### config.mk
export PLATFORM = sky130hd
export DESIGN_NAME = q_mult
export DESIGN_NICKNAME = d
export VERILOG_FILES = /design/src/rtl/q_mult_pkg.sv /design/src/rtl/q_mult_vld_pipe.sv /design/src/rtl/q_mult.sv
export SDC_FILE = /design/constraint.sdc
export NUM_CORES = 1
export LEC_CHECK = 0
export CORE_ASPECT_RATIO = 1.5
export CORE_UTILIZATION = 55
export DETAILED_ROUTE_END_ITERATION = 12
export PLACE_DENSITY = 0.77
export SLEW_MARGIN = 15
export SYNTH_ARGS = -nofsm -noshare
export SYNTH_HDL_FRONTEND = slang
export SYNTH_SLANG_ARGS = --single-unit
### constraint.sdc
create_clock -name clk -period 6.8 [get_ports clk]
set_clock_uncertainty 0.15 [all_clocks]
set_input_delay 1.36 -clock clk [delete_from_list [all_inputs] [get_ports clk]]
set_output_delay 1.36 -clock clk [all_outputs]
set_load 0.02 [all_outputs]
### src/rtl/q_mult_pkg.sv
// rtl/q_mult_pkg.sv - latency constants shared by q_mult and its parent alignment logic
// QMULT_OUT_REG_EN adds one output register stage to every q_mult instance.
package q_mult_pkg;

  localparam int QM_BASE_LATENCY = 2;

  // Parents use this to align side channels with product_dout_vld.
  function automatic int qm_latency();
`ifdef QMULT_OUT_REG_EN
    return QM_BASE_LATENCY + 1;
`else
    return QM_BASE_LATENCY;
`endif
  endfunction

endpackage

### src/rtl/q_mult_vld_pipe.sv
// rtl/q_mult_vld_pipe.sv - valid delay line with registered end-of-burst pulse
// End pulses in the cycle where the delayed valid falls from 1 to 0.
module q_mult_vld_pipe #(
  parameter int DEPTH = 2
) (
  input  logic clk,
  input  logic rst_n,
  input  logic i_vld,
  output logic o_vld,
  output logic o_end
);

  logic [DEPTH-1:0] r_shift;
  logic             r_end;

  always_ff @(posedge clk) begin
    if (!rst_n) begin
      r_shift <= '0;
      r_end   <= 1'b0;
    end else begin
      r_shift <= {r_shift[DEPTH-2:0], i_vld};
      // Output valid about to drop: the tap feeding it is empty.
      r_end   <= r_shift[DEPTH-1] & ~r_shift[DEPTH-2];
    end
  end

  assign o_vld = r_shift[DEPTH-1];
  assign o_end = r_end;

endmodule

### src/rtl/q_mult.sv
// rtl/q_mult.sv - pipelined signed N x N multiplier with valid/end side channel
// Latency 2 cycles; 3 cycles when QMULT_OUT_REG_EN is defined.
module q_mult
  import q_mult_pkg::*;
#(
  parameter int N = 16
) (
  input  logic                  clk,
  input  logic                  rst_n,
  input  logic                  input_vld,
  input  logic signed [N-1:0]   multiplicand_din,
  input  logic signed [N-1:0]   multiplier_din,
  output logic signed [2*N-1:0] product_dout,
  output logic                  product_dout_vld,
  output logic                  product_end
);

  localparam int LAT = qm_latency();

  logic signed [N-1:0]   r_a;
  logic signed [N-1:0]   r_b;
  logic signed [2*N-1:0] w_prod;
  logic signed [2*N-1:0] r_prod;

  // Invalid cycles load zero operands, so idle outputs read 0 and X cannot leak.
  always_ff @(posedge clk) begin
    if (!rst_n) begin
      r_a    <= '0;
      r_b    <= '0;
      r_prod <= '0;
    end else begin
      r_a    <= input_vld ? multiplicand_din : '0;
      r_b    <= input_vld ? multiplier_din   : '0;
      r_prod <= w_prod;
    end
  end

  assign w_prod = r_a * r_b;

`ifdef QMULT_OUT_REG_EN
  logic signed [2*N-1:0] r_prod_out;

  always_ff @(posedge clk) begin
    if (!rst_n) begin
      r_prod_out <= '0;
    end else begin
      r_prod_out <= r_prod;
    end
  end

  assign product_dout = r_prod_out;
`else
  assign product_dout = r_prod;
`endif

  q_mult_vld_pipe #(
    .DEPTH (LAT)
  ) u_vld_pipe (
    .clk   (clk),
    .rst_n (rst_n),
    .i_vld (input_vld),
    .o_vld (product_dout_vld),
    .o_end (product_end)
  );

endmodule

==> flow_metrics.py, run 1 <==
metrics = {
    "logic_synthesis": {
        "yosys.area.top_type_share_pct": 44.7,
        "synthTopCellsByCount": "inv_1, fa_1, nand2_1",
        "yosysMostFrequentCell": "inv_1",
        "syn_inst": 1237,
        "yosysUniqueCellTypes": 53,
        "ys_ff_latch": 67,
        "syn_avg_cell_area_um2": 9.48,
        "ys_seq_area_share_pct": 11.4,
        "yosysTopAreaCell": "fa_1",
        "ys_top_cells_by_area": "fa_1, dfxtp_1, inv_1, ha_1, and2_1",
        "yosysWarnings": 0,
        "synth-edff-count": 0,
        "synth-main-ff-cell": "dfxtp_1",
        "syn_area_um2": 11700,
        "synth_fp_nets": 1616,
        "synthArstFlopShare_pct": 0,
    },
    "drt": {
        "vias_per_cell": 5.42,
        "drt_iter0_drc": 304,
        "num_vias": 8447,
        "drc_errors": 0,
        "first_pass_iters": 6,
        "antenna_left": 0,
        "routed_wl_mm": 28.5,
        "routedWlPerCell_um": 18.3,
    },
    "setup_path": {
        "crit_fanout": 16,
        "critPathCaptureType": "flip-flop",
        "crit-reg2reg-launch": "r_a[15]",
        "cp_common_cell": "fa_1",
        "cp_top_family": "adder cells",
        "critPathArrivalTime_ns": 6.57,
        "path_buf_inv": 3,
        "crit_required_ns": 6.88,
        "slowest_delay_ns": 0.89,
        "r2r_setup_slack_ns": 0.31,
        "worst_path_max_delay_cell": "fa_1",
        "crit_chain": "nand2_1 > inv_1 > fa_1 > fa_1 > fa_1 > fa_1 > fa_1 > inv_1 > fa_1 > inv_1 > ha_1 > nand3_1 > o32ai_1 > nor2_1 > a21oi_1 > a211oi_2 > mux2_4",
        "critPathLaunchType": "flip-flop",
        "r2r_cells": 17,
        "critPathKind": "flip-flop to flip-flop",
        "reg2reg_to": "product_dout[31]",
    },
    "timing": {
        "rsz0062_at_grt": "no",
        "holdWs_ns": 0.255,
        "fin_crit_sh_pct": 95.4,
        "slew_headroom_pct": 31.0,
        "slew_viol_final": 0,
        "period_needed_ns": 6.49,
        "fmax_ghz": 0.154,
        "worstMarginPinSlew_ns": 1.03,
        "tns_ns": 0,
        "final-hold-violation-count": 0,
        "setup_viol": 0,
    },
    "final_layout": {
        "drive_gt1_share_pct": 3.26,
        "fillerInstances": 1720,
        "fin_nets": 1662,
        "area_delta_synth_final_pct": 10.5,
    },
    "clocking": {
        "postCtsResizedCells": 0,
        "cts_tree": "built",
        "cts-root-buf": "clkbuf_16",
        "cts_setup_buffers": 0,
        "cts_max_level": 3,
        "numCtsBuffers": 9,
        "clkSlewWorstSetupHoldPaths_ns": 0.06,
        "clk_latency_ns": 0.34,
        "cts_sinks": 67,
        "clockBufferDepth": 2,
        "postCtsHoldBufs": 0,
    },
    "pwr": {
        "irDropWorstVdd_uv": 122,
        "powerDensity_nw_per_um2": 109,
        "p_leak_uw": 0.00676,
    },
    "global_routing": {
        "grt-ovfl-total": 0,
        "antenna_found_initial": 2,
        "grt_pass1_vias": 9530,
        "track_usage_pct": 28.1,
        "grt_pass1_wl_mm": 46.3,
        "grt_max_degree": 58,
    },
    "outcome": {
        "status": "complete, no violations",
    },
    "die": {
        "core_area_um2": 21000,
        "die_x_um": 121,
        "dieArea_um2": 21900,
        "io_pins": 69,
        "start_util_pct": 55.9,
        "rows": 65,
        "dieHeight_um": 181,
    },
    "placement": {
        "port_buffers": 68,
        "routabilityCongestion": 0.885,
        "dp_hpwl_mm": 23.6,
    },
    "hold_path": {
        "hold_depth": 1,
        "min_from": "u_vld_pipe.r_shift[0]",
        "hold_path.class": "flip-flop to flip-flop",
        "whs_endpoint": "u_vld_pipe.o_end",
    },
    "run": {
        "max_cap_viol_count": 0,
    },
}
## stage by stage
stage                     util (%)  power [uW]  setup WS, ns  cell area (um2)  std cells
final                         61.8        1410         0.311            13000       1558
after detailed placement      60.3         937         0.388            12700       1540
after global placement        60.3         924         0.462            12700       1540
after floorplan                  -         761         0.895            11700       1237
after global routing          61.8        1490        0.0491            13000       1558
after CTS                     61.8        1420         0.357            13000       1556
## logic make-up (layout without fill, tap and decap cells)
kind of cell / Yosys count / after routing / share of synthesized area [%]
XOR/XNOR: 27 / 27 / 2.02
AND/OR/NAND/NOR: 379 / 379 / 16.3
other: 0 / 2 / 0
AO/OA/AOI/OAI: 78 / 78 / 5.31
adder cells (fa/ha/maj): 344 / 344 / 53.5
flip-flops: 67 / 67 / 11.4
buffers and inverters: 335 / 386 / 10.8
multiplexers: 7 / 7 / 0.640
## area by class of cell
class	count	area [um2]	share of cell area, %
Antenna cell	2	5.00	0.0386
Clock inverter	6	63.8	0.492
Clock buffer	10	239	1.84
Timing Repair Buffer	80	771	5.94
Tap cell	268	335	2.59
Sequential cell	67	1340	10.3
Inverter	290	1090	8.40
Multi-Input combinational cell	835	9120	70.4
## registers in the layout, summed over array words and instances (netlist names)
name,flops
product_dout,32
r_a,16
r_b,16
u_vld_pipe.o_end,1
u_vld_pipe.r_shift,2
## worst max path at each step
stage	start	end	slack, ns	cells past startpoint
global placement	r_a[15]	product_dout[31]	0.46	17
finish	r_a[15]	product_dout[31]	0.31	17
detailed placement	r_a[15]	product_dout[31]	0.39	18
floorplan	r_a[15]	product_dout[31]	0.89	17
global route	r_a[15]	product_dout[29]	0.05	18
CTS	r_a[15]	product_dout[31]	0.36	17
## cell usage in the layout (no fill, tap or decap), types with 3 or more instances in the layout
cell type / synthesis / final
a21o_1: 11 / 11
nand4_1: 3 / 3
mux2i_1: 6 / 6
nor3_1: 6 / 6
buf_4: 0 / 12
fa_1: 262 / 262
or3_1: 3 / 3
inv_1: 289 / 289
dfxtp_1: 67 / 67
a31oi_1: 4 / 4
clkbuf_16: 0 / 9
a211oi_1: 4 / 4
o31a_1: 3 / 3
nor2_1: 43 / 43
o21ai_0: 7 / 7
nand2_1: 136 / 136
o21ai_1: 3 / 3
o21a_1: 4 / 4
xor2_1: 7 / 7
xnor2_1: 20 / 20
clkdlybuf4s50_1: 0 / 68
nand2b_1: 10 / 10
ha_1: 82 / 82
and2_1: 131 / 131
a211o_1: 3 / 3
and3_1: 36 / 36
nand3_1: 4 / 4
a21oi_1: 17 / 17
## layer usage
layer  up-vias  part of all wire, %  track usage, %  wire length (um)
met5         -                    0               0                 0
met4         0                  6.8            17.8              1920
met2       259                   57            53.3             16300
met3       116                  3.9            3.50              1100
met1      4309                   32            28.2              9150
li1       3763                    -               -                 -
## where the power goes
part           total [uW]  switching, uW  internal [uW]
logic                 465            261            204
clock network         483            189            294
registers             463           41.3            421
No activity file was read; power rests on OpenSTA's default activity.
==> inputs of run 2 (changes only) <==
--- a/config.mk
+++ b/config.mk
@@ -6,9 +6,10 @@
 export NUM_CORES = 1
 export LEC_CHECK = 0
 export CORE_ASPECT_RATIO = 1.5
-export CORE_UTILIZATION = 55
+export CORE_UTILIZATION = 60
 export DETAILED_ROUTE_END_ITERATION = 12
-export PLACE_DENSITY = 0.77
+export PLACE_DENSITY = 0.82
+export RECOVER_POWER = 100
 export SLEW_MARGIN = 15
 export SYNTH_ARGS = -nofsm -noshare
 export SYNTH_HDL_FRONTEND = slang
==> run 2 against run 1 <==
Against the previous run: the flow now finishes with violations (max-capacitance violations, max-slew violations); die area shrank 8.2%; sequential cell count is the same; highest routed layer unchanged; core utilization grew 5.5 points; largest power group unchanged; global-route usage grew 3.2 points; hold slack is essentially flat; sequential share of layout area grew 0.054 points; maximum frequency shrank 0.90%.
==> flow_metrics.py, run 2 (same netlist as run 1, synthesis figures left out) <==
metrics = {
    "outcome": {
        "status": "complete, but fails checks",
        "violations": "max-capacitance violations, max-slew violations",
    },
    "global_routing": {
        "grt_pass1_vias": 9629,
        "track_usage_pct": 31.3,
        "grt-ovfl-total": 0,
        "grt_max_degree": 58,
        "grt_pass1_wl_mm": 46.7,
        "antenna_found_initial": 0,
    },
    "final_layout": {
        "fin_nets": 1662,
        "instances_no_fill": 1544,
        "diodes": 0,
        "largest_register_ffs": 32,
        "final_cell_mix": "inv_1, fa_1, nand2_1",
        "multi_input_comb_area_um2": 9070,
        "fillerInstances": 1492,
        "mostFrequentLayoutCell": "inv_1",
        "drive_gt1_share_pct": 2.72,
        "area_delta_synth_final_pct": 9.95,
        "seq_area_um2": 1340,
    },
    "timing": {
        "final-hold-violation-count": 0,
        "rsz0062_at_grt": "no",
        "fmax_ghz": 0.153,
        "setup_viol": 0,
        "slew_viol_final": 58,
        "slew_headroom_pct": -42.3,
        "tns_ns": 0,
        "period_needed_ns": 6.55,
        "worstMarginPinSlew_ns": 2.14,
        "fin_crit_sh_pct": 96.3,
    },
    "clocking": {
        "cts_setup_buffers": 0,
        "postCtsHoldBufs": 0,
        "postCtsResizedCells": 0,
        "numCtsBuffers": 9,
        "cts_tree": "built",
        "clk_latency_ns": 0.35,
        "cts-root-buf": "clkbuf_16",
        "clockBufferDepth": 2,
        "cts_sinks": 67,
        "clkSlewWorstSetupHoldPaths_ns": 0.06,
        "cts_max_level": 3,
    },
    "setup_path": {
        "critPathArrivalTime_ns": 6.63,
        "cp_common_cell": "fa_1",
        "slowest_delay_ns": 0.87,
        "critPathCaptureType": "flip-flop",
        "crit_required_ns": 6.89,
        "critPathKind": "flip-flop to flip-flop",
        "critPathLaunchType": "flip-flop",
        "crit_chain": "nand2_1 > inv_1 > fa_1 > fa_1 > fa_1 > fa_1 > fa_1 > inv_1 > fa_1 > inv_1 > ha_1 > nand3_1 > o32ai_1 > nor2_1 > a21oi_1 > a211oi_2 > mux2_4",
        "worst_path_max_delay_cell": "fa_1",
        "cp_top_family": "adder cells",
        "crit_fanout": 16,
        "r2r_setup_slack_ns": 0.25,
        "path_buf_inv": 3,
    },
    "drt": {
        "routedWlPerCell_um": 18.6,
        "num_vias": 8578,
        "vias_per_cell": 5.56,
        "first_pass_iters": 5,
        "drc_errors": 0,
        "routed_wl_mm": 28.7,
        "antenna_left": 0,
        "drt_iter0_drc": 520,
    },
    "die": {
        "core_area_um2": 19200,
        "dieArea_um2": 20100,
        "io_pins": 69,
        "rows": 62,
        "start_util_pct": 61.2,
        "die_x_um": 116,
        "dieHeight_um": 173,
    },
    "pwr": {
        "clkPwrFrac_pct": 35.3,
        "comb_power_share_pct": 31.9,
        "p_int_uw": 920,
        "switching_share_pct": 34.9,
        "powerDensity_nw_per_um2": 110,
        "seq_power_share_pct": 32.7,
        "irDropWorstVdd_uv": 120,
        "p_leak_uw": 0.00684,
        "power_switching_uw": 494,
    },
    "placement": {
        "place_inst": 1528,
        "routabilityCongestion": 0.909,
        "dp_hpwl_mm": 23.8,
        "port_buffers": 68,
    },
    "hold_path": {
        "hold_path.class": "flip-flop to flip-flop",
    },
    "run": {
        "max_cap_viol_count": 1,
    },
}
## run 2: changes by cell type in the layout (fill, tap and decap cells not counted), sizes merged
cell	delta
dlygate4sd3	+35
clkinvlp	-1
clkbuf	+4
diode	-2
buf	-3
clkdlybuf4s50	-35
## run 2: worst register-to-register path, delay by kind of cell, from the launching register on
| family | cells | cell delay, ns |
|---|---|---|
| compound gates | 3 | 0.59 |
| fa+ha+maj | 7 | 3.80 |
| buf+inv | 3 | 0.24 |
| flops | 1 | 0.70 |
| mux | 1 | 0.33 |
| simple gates | 3 | 0.62 |
## run 2: final cells by class
| type | count | area share (%) |
|---|---|---|
| well taps | 256 | 2.48 |
| repair buffers | 80 | 5.89 |
| clock inverters | 5 | 0.466 |
| flip-flops and latches | 67 | 10.4 |
| clock buffers | 11 | 1.96 |
| inverters | 290 | 8.44 |
| multi-input cells | 835 | 70.4 |
## run 2: path summary, 6_finish.rpt
path	start	end	cells after the start
worst max-delay path	r_a[15]	product_dout[31]	17
worst min-delay path	u_vld_pipe.r_shift[0]	u_vld_pipe.o_end	1
worst max register to register	r_a[15]	product_dout[31]	17
worst min register to register	u_vld_pipe.r_shift[0]	u_vld_pipe.o_end	1
## run 2: power groups by stage
stage               registers, uW  logic, uW  clock network, uW
floorplan                     469        293                  0
finish                        463        452                499
global placement              470        451                  0
global route                  466        503                523
CTS                           463        466                505
detailed placement            471        464                  0
## run 2: metrics by stage
step                      hold WS [ns]  setup slack, ns  power, uW  utilization (%)  instance area (um2)
final                            0.255            0.252       1410             67.3                12900
after global routing             0.280           0.0130       1490             67.3                12900
after CTS                        0.255            0.289       1430             67.6                13000
after detailed placement         0.246            0.303        935             66.0                12600
after global placement           0.237            0.426        921             66.0                12600
after floorplan                  0.233            0.895        761                -                11700
## run 2: routing by layer
metal	up-vias	part of all wire [%]	global-route usage, %
met5	-	0	0
met4	0	7.9	21.5
met3	133	3.9	3.92
met2	312	56	57.4
met1	4369	32	32.1
li1	3764	-	-
